### src/rtl/seg_scan_ctrl.sv
// seg_scan_ctrl: multiplexes DIGITS 3-bit codes onto one shared seven_seg
// decoder. Each digit slot is BLANK_CYC blanked cycles followed by SHOW_CYC
// driven cycles. New display data is held pending and only committed to the
// shadow buffer at a frame boundary (or while idle), so a frame never tears.
// Every output is a flop fed from next-state logic, so outputs line up with
// the state they describe and no input reaches an output combinationally.
module seg_scan_ctrl #(
  parameter int DIGITS    = 4,
  parameter int SHOW_CYC  = 8,
  parameter int BLANK_CYC = 2
) (
  input  logic                  clk,
  input  logic                  rst_n,
  input  logic                  en,
  input  logic                  load,
  input  logic [3*DIGITS-1:0]   data_in,
  output logic [2:0]            dec_in,
  output logic [DIGITS-1:0]     digit_en,
  output logic                  frame_done,
  output logic                  load_ack
);

  localparam int CNT_MAX = (SHOW_CYC > BLANK_CYC) ? SHOW_CYC : BLANK_CYC;
  localparam int CNT_W   = $clog2(CNT_MAX + 1);
  localparam int IDX_W   = $clog2(DIGITS);

  localparam logic [CNT_W-1:0] SHOW_LAST  = CNT_W'(SHOW_CYC - 1);
  localparam logic [CNT_W-1:0] BLANK_LAST = CNT_W'(BLANK_CYC - 1);
  localparam logic [CNT_W-1:0] CNT_ZERO   = CNT_W'(0);
  localparam logic [CNT_W-1:0] CNT_ONE    = CNT_W'(1);
  localparam logic [IDX_W-1:0] IDX_LAST   = IDX_W'(DIGITS - 1);
  localparam logic [IDX_W-1:0] IDX_ZERO   = IDX_W'(0);
  localparam logic [IDX_W-1:0] IDX_ONE    = IDX_W'(1);

  typedef enum logic [1:0] {
    IDLE  = 2'd0,
    BLANK = 2'd1,
    SHOW  = 2'd2
  } state_t;

  // Pick the 3-bit code of digit i out of a packed digit vector.
  function automatic logic [2:0] digit_code(input logic [3*DIGITS-1:0] vec,
                                            input logic [IDX_W-1:0]    i);
    digit_code = vec[3*int'(i) +: 3];
  endfunction

  // One-hot select for digit i.
  function automatic logic [DIGITS-1:0] digit_sel(input logic [IDX_W-1:0] i);
    logic [DIGITS-1:0] sel;
    sel    = {DIGITS{1'b0}};
    sel[i] = 1'b1;
    digit_sel = sel;
  endfunction

  state_t              state_r,      state_nxt_s;
  logic [IDX_W-1:0]    idx_r,        idx_nxt_s;
  logic [CNT_W-1:0]    cnt_r,        cnt_nxt_s;
  logic                frame_end_s;

  logic [3*DIGITS-1:0] shadow_r,     shadow_nxt_s;
  logic [3*DIGITS-1:0] pend_r,       pend_nxt_s;
  logic                pend_flag_r,  pend_flag_nxt_s;
  logic                commit_s;

  logic [2:0]          dec_nxt_s;
  logic [DIGITS-1:0]   digit_en_nxt_s;

  // Scan state register: state, digit index and slot cycle counter.
  always_ff @(posedge clk or negedge rst_n) begin
    if (!rst_n) begin
      state_r <= IDLE;
      idx_r   <= IDX_ZERO;
      cnt_r   <= CNT_ZERO;
    end else begin
      state_r <= state_nxt_s;
      idx_r   <= idx_nxt_s;
      cnt_r   <= cnt_nxt_s;
    end
  end

  // Scan sequencing: dropping en aborts to IDLE from anywhere; otherwise
  // walk BLANK -> SHOW per digit and flag the wrap after the last digit.
  always_comb begin
    state_nxt_s = state_r;
    idx_nxt_s   = idx_r;
    cnt_nxt_s   = cnt_r;
    frame_end_s = 1'b0;
    if (!en) begin
      state_nxt_s = IDLE;
      idx_nxt_s   = IDX_ZERO;
      cnt_nxt_s   = CNT_ZERO;
    end else begin
      case (state_r)
        IDLE: begin
          state_nxt_s = BLANK;
          idx_nxt_s   = IDX_ZERO;
          cnt_nxt_s   = CNT_ZERO;
        end
        BLANK: begin
          if (cnt_r == BLANK_LAST) begin
            state_nxt_s = SHOW;
            cnt_nxt_s   = CNT_ZERO;
          end else begin
            cnt_nxt_s   = cnt_r + CNT_ONE;
          end
        end
        SHOW: begin
          if (cnt_r == SHOW_LAST) begin
            state_nxt_s = BLANK;
            cnt_nxt_s   = CNT_ZERO;
            if (idx_r == IDX_LAST) begin
              idx_nxt_s   = IDX_ZERO;
              frame_end_s = 1'b1;
            end else begin
              idx_nxt_s   = idx_r + IDX_ONE;
            end
          end else begin
            cnt_nxt_s = cnt_r + CNT_ONE;
          end
        end
        default: begin
          state_nxt_s = IDLE;
          idx_nxt_s   = IDX_ZERO;
          cnt_nxt_s   = CNT_ZERO;
        end
      endcase
    end
  end

  // Data handoff: loads land in the pending buffer; commit happens only on
  // the frame-wrap edge or while idle. A load on the commit edge is newer
  // than anything pending, so it goes straight to the shadow buffer.
  always_comb begin
    commit_s        = (frame_end_s && (pend_flag_r || load)) ||
                      ((state_r == IDLE) && pend_flag_r);
    shadow_nxt_s    = shadow_r;
    pend_nxt_s      = pend_r;
    pend_flag_nxt_s = pend_flag_r;
    if (commit_s) begin
      shadow_nxt_s    = load ? data_in : pend_r;
      pend_flag_nxt_s = 1'b0;
    end else if (load) begin
      pend_nxt_s      = data_in;
      pend_flag_nxt_s = 1'b1;
    end else begin
      pend_flag_nxt_s = pend_flag_r;
    end
  end

  // Display buffers: shadow drives the digits, pending holds the next frame.
  always_ff @(posedge clk or negedge rst_n) begin
    if (!rst_n) begin
      shadow_r    <= {(3*DIGITS){1'b0}};
      pend_r      <= {(3*DIGITS){1'b0}};
      pend_flag_r <= 1'b0;
    end else begin
      shadow_r    <= shadow_nxt_s;
      pend_r      <= pend_nxt_s;
      pend_flag_r <= pend_flag_nxt_s;
    end
  end

  // Output decode from the upcoming state so the flops match the state.
  always_comb begin
    dec_nxt_s      = 3'd0;
    digit_en_nxt_s = {DIGITS{1'b0}};
    case (state_nxt_s)
      IDLE: begin
        dec_nxt_s      = 3'd0;
        digit_en_nxt_s = {DIGITS{1'b0}};
      end
      BLANK: begin
        dec_nxt_s      = digit_code(shadow_nxt_s, idx_nxt_s);
        digit_en_nxt_s = {DIGITS{1'b0}};
      end
      SHOW: begin
        dec_nxt_s      = digit_code(shadow_nxt_s, idx_nxt_s);
        digit_en_nxt_s = digit_sel(idx_nxt_s);
      end
      default: begin
        dec_nxt_s      = 3'd0;
        digit_en_nxt_s = {DIGITS{1'b0}};
      end
    endcase
  end

  // Registered outputs.
  always_ff @(posedge clk or negedge rst_n) begin
    if (!rst_n) begin
      dec_in     <= 3'd0;
      digit_en   <= {DIGITS{1'b0}};
      frame_done <= 1'b0;
      load_ack   <= 1'b0;
    end else begin
      dec_in     <= dec_nxt_s;
      digit_en   <= digit_en_nxt_s;
      frame_done <= frame_end_s;
      load_ack   <= commit_s;
    end
  end

endmodule

### config.mk
export PLATFORM = sky130hd
export DESIGN_NAME = seg_scan_ctrl
export DESIGN_NICKNAME = d
export VERILOG_FILES = /design/src/rtl/seg_scan_ctrl.sv
export SDC_FILE = /design/constraint.sdc
export NUM_CORES = 1
export LEC_CHECK = 0
export ABC_AREA = 1
export CAP_MARGIN = 25
export CORE_UTILIZATION = 40
export CTS_CLUSTER_DIAMETER = 60
export CTS_CLUSTER_SIZE = 8
export DETAILED_ROUTE_END_ITERATION = 6
export PLACE_DENSITY_LB_ADDON = 0.15
export SETUP_SLACK_MARGIN = 0.5
export SLEW_MARGIN = 25
export SYNTH_ARGS = -nofsm -noshare
export SYNTH_HDL_FRONTEND = slang
export SYNTH_SLANG_ARGS = --single-unit
### constraint.sdc
create_clock -name clk -period 2.7 [get_ports clk]
set_input_delay 0.54 -clock clk [delete_from_list [all_inputs] [get_ports clk]]
set_output_delay 0.54 -clock clk [all_outputs]
set_load 0.005 [all_outputs]
==> results.ini, run 1 <==
[status]
status=finished, final reports clean

[synthesis]
ys_seq_elements=42
synth.yosys.seq_area_share_pct=48.53
syn_nets=270
synth_top_cell_area_share_pct=48.53
syn_area_um2=2166
syn_inst=246
synth_most_common_cell=nand2_1
synth_edf_count=0
synth.area.top_cells=dfrtp_1 (49%), nand2_1 (12%), o21ai_0 (5.5%)
syn_area_per_cell_um2=8.804
yosysWarnings=0
synth_ff_type=dfrtp_1
async_reset_ff_share_pct=100.0
ys_top_cells_by_count=nand2_1 (67), dfrtp_1 (42), inv_1 (28)
ys_types=25
synth_top_area_cell=dfrtp_1

[sta]
min_period_ps=1913
rsz0062_at_grt=false
fin_crit_sh_pct=70.85
tns_ps=0
worst_pin_slew_ps=545.4
hold_viol=0
layout_setup_ws_ps=787.1
drv_slew=0
clock.fmax_mhz=522.8
setup_violations=0
clock_skew_ps=5.406
slew_headroom_pct=63.64

[clock_network]
cts_max_path_buffers=2
cts_hold_buf=0
ctsResizeCount=0
cts-root-buf=clkbuf_8
clkSinkCount=42
clkTransAtPathRegs_ps=80
cts_tree=yes
clk_latency_ps=290
htreeDepth=2
post-cts-setup-buffer-count=0
cts_buffers=5

[setup_path]
r2r-start=state_r[0]$_DFF_PN0_
path_max_fanout=30
critical_path_arrival_ps=2090
critPathSlowestCell=clkdlybuf4s50_1
crit_path_max_incr_delay_ps=530
crit_family=simple AND/OR/NAND/NOR gates
path_cells=clkdlybuf4s50_1 -> nand2_1 -> inv_1 -> nand3_4 -> nand2_4 -> nand2_4 -> nand2_1 -> nand2_1 -> nand2_1 -> nand2_1 -> nor2_1 -> nor2_1
required_ps=2880
rr_worst_depth=9
end_kind=flop
worstSetupStartpointType=input port
r2r-end=digit_en[0]$_DFF_PN0_
worst-path-buf-inv=2
r2r_slack_ps=860
crit_top_cell=nand2_1
critical_path_class=input port to flop

[cells_and_area]
fillCellCount=499
multi_input_area_um2=929.6
diodes=0
fin_cells=345
nets=298
regArea_um2=1051
layout-drive-gt1-share_pct=14.55
areaGrowthSynthToFinish_pct=17.74

[placement]
dp_hpwl_um=2850
io_buffers=24
dpl.cell_count=336
place_congestion=0.8056
pre_cts_ws_ps=457.6

[global_routing]
first_global_vias=1430
grt_pass1_wl_um=6679
track_usage_pct=16.02
antenna_found_initial=0
gr-total-overflow=0
grt_max_degree=43

[power]
peakVddDrop_uv=353.1
p_per_area_nw_per_um2=645.1
power_leakage_uw=0.001297

[route]
vias=1546
avgRoutedWirePerCell_um=11.20
ant_nets=0
first_pass_iters=4
route.detailed.drc=0
drt-total-wl_um=3864
via_per_inst=4.481
drtIter0Drc=64

[floorplanning]
die_area_um2=5713
chipHeight_um=75.59
start_util_pct=41.87
die-width_um=75.59
fp.coreArea_um2=5172
ios=25
rows=26

[hold_path]
hp-class=input port to asynchronous set/reset pin

[job]
maxCapViolCount=0

worst register-to-register path, stage by stage, from the launching register on:
cell and delay (ps):
dfrtp_1 410, inv_1 110, ha_2 320, nand2_1 120, nand2_2 90, nand3_1 70
a21oi_1 170, ha_1 180, inv_1 70, nor3_1 210
routing by layer:
| metal | global-route usage [%] | share of wire, % | up-vias |
|---|---|---|---|
| li1 | - | - | 830 |
| met1 | 23.40 | 55 | 689 |
| met2 | 22.82 | 40 | 22 |
| met3 | 5.159 | 2.9 | 5 |
| met4 | 4.321 | 1.3 | 0 |
| met5 | 0 | 0 | - |
where the power goes:
group	switching, uW	internal (uW)	total (uW)
clock	210	205	416
sequential	48.6	773	822
combinational	254	154	408
total	513	1130	1650
flip-flops by register name, indices dropped and copies added (netlist names):
register,count
shadow_r,12
pend_flag_r,1
idx_r,2
load_ack,1
dec_in,3
pend_r,12
frame_done,1
digit_en,4
state_r,2
cnt_r,4
cell usage in the layout (no fill, tap or decap), types with 2 or more instances in the layout:
cell type and n:
nand2_1 67, nand2_2 13, a21oi_1 3, buf_4 2, ha_1 7, nand3_1 19
clkbuf_8 6, nor2_1 14, nor3_1 5, clkdlybuf4s50_1 23, nor2_4 2, nand2_4 6
dfrtp_1 42, o21ai_0 24, inv_1 28
metrics by stage:
stage                     hold slack [ps]  area (um^2)  power, uW  util [%]
final                               219.6         2550       1645     49.30
after global routing                236.6         2550       1780     49.30
after CTS                           419.0         2520       1668     48.72
after detailed placement            469.0         2425       1242     46.88
after global placement              456.6         2425       1234     46.88
after floorplan                     244.4         2166       1125         -
final cells by class:
| class | count | area share, % |
|---|---|---|
| Sequential cell | 42 | 41.22 |
| Multi-Input combinational cell | 169 | 36.46 |
| Timing Repair Buffer | 27 | 10.89 |
| Inverter | 29 | 4.269 |
| Tap cell | 70 | 3.435 |
| Clock buffer | 6 | 3.238 |
| Clock inverter | 2 | 0.4907 |
kinds of logic (layout without fill, tap and decap cells):
kind of cell    after synthesis  count (layout)  share of synthesized area (%)
flops                        42              42                          48.53
buf+inv                      35              64                          8.665
simple gates                131             131                          30.96
xor+xnor                      1               1                         0.4045
fa+ha+maj                     8               8                          4.622
compound gates               29              29                          6.817
worst max path at each step:
stage                                     from               endpoint  cells past startpoint
after floorplan           state_r[0]$_DFF_PN0_  digit_en[2]$_DFF_PN0_                     10
after global placement                      en    dec_in[0]$_DFF_PN0_                     12
after detailed placement                    en    dec_in[0]$_DFF_PN0_                     12
after CTS                 state_r[0]$_DFF_PN0_  digit_en[0]$_DFF_PN0_                      9
after global routing      state_r[0]$_DFF_PN0_  digit_en[0]$_DFF_PN0_                      9
final                                       en    dec_in[0]$_DFF_PN0_                     12
Note: power is estimated with default switching activity, not from simulation.
==> run 2, diff against run 1 <==
==> constraint.sdc (replaced) <==
create_clock -name clk -period 1.68 [get_ports clk]
set_input_delay 0.336 -clock clk [delete_from_list [all_inputs] [get_ports clk]]
set_output_delay 0.336 -clock clk [all_outputs]
set_load 0.005 [all_outputs]
==> run 2 against run 1 <==
Against the previous run:
- the run now ends with negative setup slack left
- clock-buffer cell count up 2
- wire length grew 34%
- cell count rose by 14%
- power increased by 110%
- global-route usage up 4.1 points
- clock skew about the same
- hold slack got worse by 120 ps
- core utilization grew 16 points
- sequential share of layout area decreased by 10 points
- setup slack got worse by 900 ps
- critical path type unchanged
==> results.ini, run 2 (same netlist as run 1, synthesis figures left out) <==
[clock_network]
cts_max_path_buffers=2
cts_tree=yes
clkSinkCount=42
clk_latency_ps=300
cts_buffers=5
htreeDepth=2
cts-root-buf=clkbuf_8
cts_hold_buf=0
clkTransAtPathRegs_ps=80

[global_routing]
antenna_found_initial=0
first_global_vias=1807
track_usage_pct=20.15
gr-total-overflow=0
grt_pass1_wl_um=8431
grt_max_degree=43

[cells_and_area]
final_common_cell=dfrtp_1
diodes=0
reg.largest.list=pend_r: 12 flops, shadow_r: 12 flops
final_core_util_pct=65.17
fillCellCount=408
layout-drive-gt1-share_pct=50.00
final_cell_mix=dfrtp_1 (42), nand2_1 (39), nand2_2 (28)
areaGrowthSynthToFinish_pct=55.63
nets=345

[setup_path]
end_kind=flop
r2r-start=cnt_r[1]$_DFF_PN0_
worstSetupStartpointType=input port
path_max_fanout=6
required_ps=1910
rr_worst_depth=10
r2r_slack_ps=-60
critical_path_arrival_ps=2030
critical_path_class=input port to flop
r2r-end=dec_in[0]$_DFF_PN0_

[sta]
min_period_ps=1796
drv_slew=0
clock_skew_ps=5.176
slew_headroom_pct=52.09
fin_crit_sh_pct=106.9
hold_slack_ps=103.2
hold_viol=0
rsz0062_at_grt=true
setup_violations=8
layout_setup_ws_ps=-116.3
worst_pin_slew_ps=711.2
clock.fmax_mhz=556.7

[power]
power_leakage_uw=0.001686
peakVddDrop_uv=721.4
total_power_uw=3517
p_per_area_nw_per_um2=1043

[placement]
dp_hpwl_um=3065
place_congestion=0.8107
io_buffers=24

[route]
route.detailed.drc=0
first_pass_iters=4
avgRoutedWirePerCell_um=13.26
drt-total-wl_um=5197
vias=1853
via_per_inst=4.727
ant_nets=0
drtIter0Drc=77

[hold_path]
hp-class=input port to asynchronous set/reset pin

[floorplanning]
ios=25
die-width_um=75.59
chipHeight_um=75.59
rows=26
fp.coreArea_um2=5172
start_util_pct=41.87
die_area_um2=5713

[status]
status=complete, but fails checks
violations=negative setup slack

[job]
maxCapViolCount=0

[run 2: power by group]
| part | total [uW] | switching, uW | leakage (uW) | internal, uW |
|---|---|---|---|---|
| logic | 1400 | 710 | 0.00108 | 693 |
| clock network | 778 | 362 | 0.0000575 | 416 |
| registers | 1340 | 93.6 | 0.000545 | 1240 |
[run 2: layout make-up]
class                           instances  area (um^2)  share of cell area (%)
Tap cell                               70        87.58                   2.598
Timing Repair Buffer                   72        679.4                   20.16
Clock buffer                            8        110.1                   3.267
Inverter                               29        116.4                   3.452
Multi-Input combinational cell        171         1326                   39.35
Sequential cell                        42         1051                   31.18
[run 2: worst max-delay path, cell delays in order]
cell,delay (ps)
clkdlybuf4s50_1,440
buf_4,170
o21ai_0,580
nand3_4,160
nand2_4,110
nand3_1,60
nand2_1,60
nor2_1,40
nor2_1,70
[run 2: metal layers]
metal | up-vias | share of wire, % | global-route usage [%]
met4 | 0 | 2.8 | 5.967
li1 | 924 | - | -
met3 | 14 | 2.9 | 5.159
met5 | - | 0 | 0
met1 | 884 | 45 | 26.48
met2 | 31 | 49 | 32.94
[run 2: stage by stage]
| stage | cells | setup TNS, ps | instance area [um^2] | setup slack (ps) |
|---|---|---|---|---|
| after floorplan | 246 | 0 | 2247 | 124.4 |
| after global placement | 355 | -1510 | 2654 | -210.1 |
| after detailed placement | 355 | -2014 | 2654 | -242.2 |
| after CTS | 380 | -11.71 | 3072 | -4.275 |
| after global routing | 392 | -1781 | 3371 | -171.3 |
| final | 392 | -291.1 | 3371 | -116.3 |
[run 2: worst max path at each step]
stage / depth (start not counted) / start / to
floorplan: 8 / state_r[0]$_DFF_PN0_ / dec_in[0]$_DFF_PN0_
global placement: 11 / en / dec_in[1]$_DFF_PN0_
detailed placement: 11 / en / dec_in[2]$_DFF_PN0_
CTS: 9 / state_r[1]$_DFF_PN0_ / dec_in[1]$_DFF_PN0_
global route: 9 / load / dec_in[0]$_DFF_PN0_
finish: 9 / load / dec_in[0]$_DFF_PN0_
[run 2: timing repair]
item                                    in CTS  in global routing
gates cloned                                 4                  0
buffers inserted                            13                 12
endpoints found under the setup margin      51                 42
resized for setup                           88                 50
pin swaps                                   22                 19
==> run 3, diff against run 2 <==
--- a/config.mk
+++ b/config.mk
@@ -7,7 +7,7 @@
 export LEC_CHECK = 0
 export ABC_AREA = 1
 export CAP_MARGIN = 25
-export CORE_UTILIZATION = 40
+export CORE_UTILIZATION = 38
 export CTS_CLUSTER_DIAMETER = 60
 export CTS_CLUSTER_SIZE = 8
 export DETAILED_ROUTE_END_ITERATION = 6
==> run 3 against run 2 <==
Against the previous run:
- maximum frequency up 4.4%
- clock-buffer cell count shrank 3
- largest cell class unchanged
- sequential cell count unchanged
- first-iteration DRC count decreased by 30%
- sequential share of layout area rose by 0.58 points
- the flow still finishes with violations (negative setup slack)
==> results.ini, run 3 (same netlist as run 1, synthesis figures left out) <==
[status]
status=complete, but fails checks
violations=negative setup slack

[setup_path]
crit_path_max_incr_delay_ps=360
required_ps=1880
critical_path_class=flop to flop
path_cells=buf_4 -> ha_4 -> nand2_4 -> nor2_8 -> nand4_4 -> buf_4 -> nand3_1 -> nand2_2 -> nand2_1 -> nand2_1 -> nor2_1 -> nor2_1
path_max_fanout=6
critPathSlowestCell=dfrtp_1
critical_path_arrival_ps=1920
end_kind=flop
worstSetupStartpointType=flop

[sta]
clock.fmax_mhz=581.3
worst_pin_slew_ps=381.0
tns_ps=-96.49
min_period_ps=1720
layout_setup_ws_ps=-40.26
setup_violations=4
drv_slew=0
hold_viol=0
fin_crit_sh_pct=102.4
clock_skew_ps=9.654
slew_headroom_pct=74.43
rsz0062_at_grt=true

[floorplanning]
die_area_um2=6005
start_util_pct=39.33
rows=27
ios=25
chipHeight_um=77.50
die-width_um=77.50
fp.coreArea_um2=5507

[route]
route.detailed.drc=0
first_pass_iters=5
ant_nets=0
drt-total-wl_um=4823
avgRoutedWirePerCell_um=12.40
vias=1806
drtIter0Drc=54
via_per_inst=4.643

[job]
maxCapViolCount=0

[cells_and_area]
nets=340
final_cell_mix=nand2_1 (43), dfrtp_1 (41), nand2_2 (28)
final_core_util_pct=60.17
final_common_cell=nand2_1
diodes=0
areaGrowthSynthToFinish_pct=52.98
design_area_um2=3313
fillCellCount=458
reg.largest.list=pend_r: 12 flops, shadow_r: 12 flops
layout-drive-gt1-share_pct=49.21

[global_routing]
grt_max_degree=43
grt_pass1_wl_um=8183
gr-total-overflow=0
first_global_vias=1776
track_usage_pct=17.42
antenna_found_initial=0

[placement]
place_congestion=0.7492
dp_hpwl_um=3100
pre_cts_ws_ps=-264.6
io_buffers=24
placed_area_um2=2681

[hold_path]
hp-class=flop to flop

[clock_network]
clkTransAtPathRegs_ps=90
clkSinkCount=42
htreeDepth=2
cts_max_path_buffers=2
cts_buffers=5
cts_tree=yes
clk_latency_ps=300
cts-root-buf=clkbuf_8

[power]
peakVddDrop_uv=655.9
power_leakage_uw=0.001621
p_per_area_nw_per_um2=941.5

-- run 3: changes by cell type in the layout (fill, tap and decap cells not counted), sizes merged --
cell	change
buf	-6
clkinvlp	+1
clkbuf	-3
clkinv	+2
dlygate4sd3	+1
-- run 3: worst max-delay path: cells and delay by family (launching register included) --
family / cells / cell delay, ps
adders and majority gates: 1 / 150
buffers and inverters: 2 / 330
DFF: 1 / 360
and+or+nand+nor: 9 / 790
-- run 3: worst paths after layout --
check / slack [ps] / end / cells after the start / startpoint
worst min-delay path: 500 / shadow_r[3]$_DFF_PN0_ / 2 / shadow_r[3]$_DFF_PN0_
worst max register to register: -40 / dec_in[2]$_DFF_PN0_ / 12 / cnt_r[1]$_DFF_PN0_
min in group asynchronous: 530 / load_ack$_DFF_PN0_ / 3 / rst_n
worst min register to register: 500 / shadow_r[3]$_DFF_PN0_ / 2 / shadow_r[3]$_DFF_PN0_
worst max-delay path: -40 / dec_in[2]$_DFF_PN0_ / 12 / cnt_r[1]$_DFF_PN0_
max in group asynchronous: 930 / cnt_r[0]$_DFF_PN0_ / 3 / rst_n
-- run 3: power breakdown --
group          leakage (uW)  internal (uW)  switching (uW)
registers          0.000543           1240            96.1
clock network     0.0000441            292             368
logic               0.00103            522             599
-- run 3: final cells by class --
class	count	area [um^2]	share of cell area, %
clock inverters	3	21.27	0.6420
repair buffers	67	629.4	19.00
flip-flops and latches	42	1052	31.76
inverters	29	116.4	3.512
well taps	72	90.09	2.719
clock buffers	5	68.82	2.077
multi-input cells	171	1335	40.29
-- run 3: per-stage QoR --
step / cells / total power (uW) / hold WS, ps
6_report: 389 / 3119 / 495.5
5_1_grt: 389 / 3329 / 529.9
3_5_place_dp: 357 / 2143 / 328.9
3_3_place_gp: 357 / 2129 / 327.4
2_1_floorplan: 246 / 1847 / 40.41
4_1_cts: 376 / 3066 / 490.8
-- run 3: what timing repair did --
item	in CTS	in global routing
gates resized for setup	84	44
hold buffers	1	0
buffers inserted	6	13
endpoints found under the setup margin	51	43
pin swaps	12	15
endpoints found under the hold margin	19	0
gates cloned	4	0
-- run 3: metal layers --
metal	up-vias	routed length, um	track usage (%)
met5	-	0	0
met4	0	52	5.094
met3	6	141	3.647
met2	23	2289	27.70
met1	854	2340	23.83
li1	923	-	-
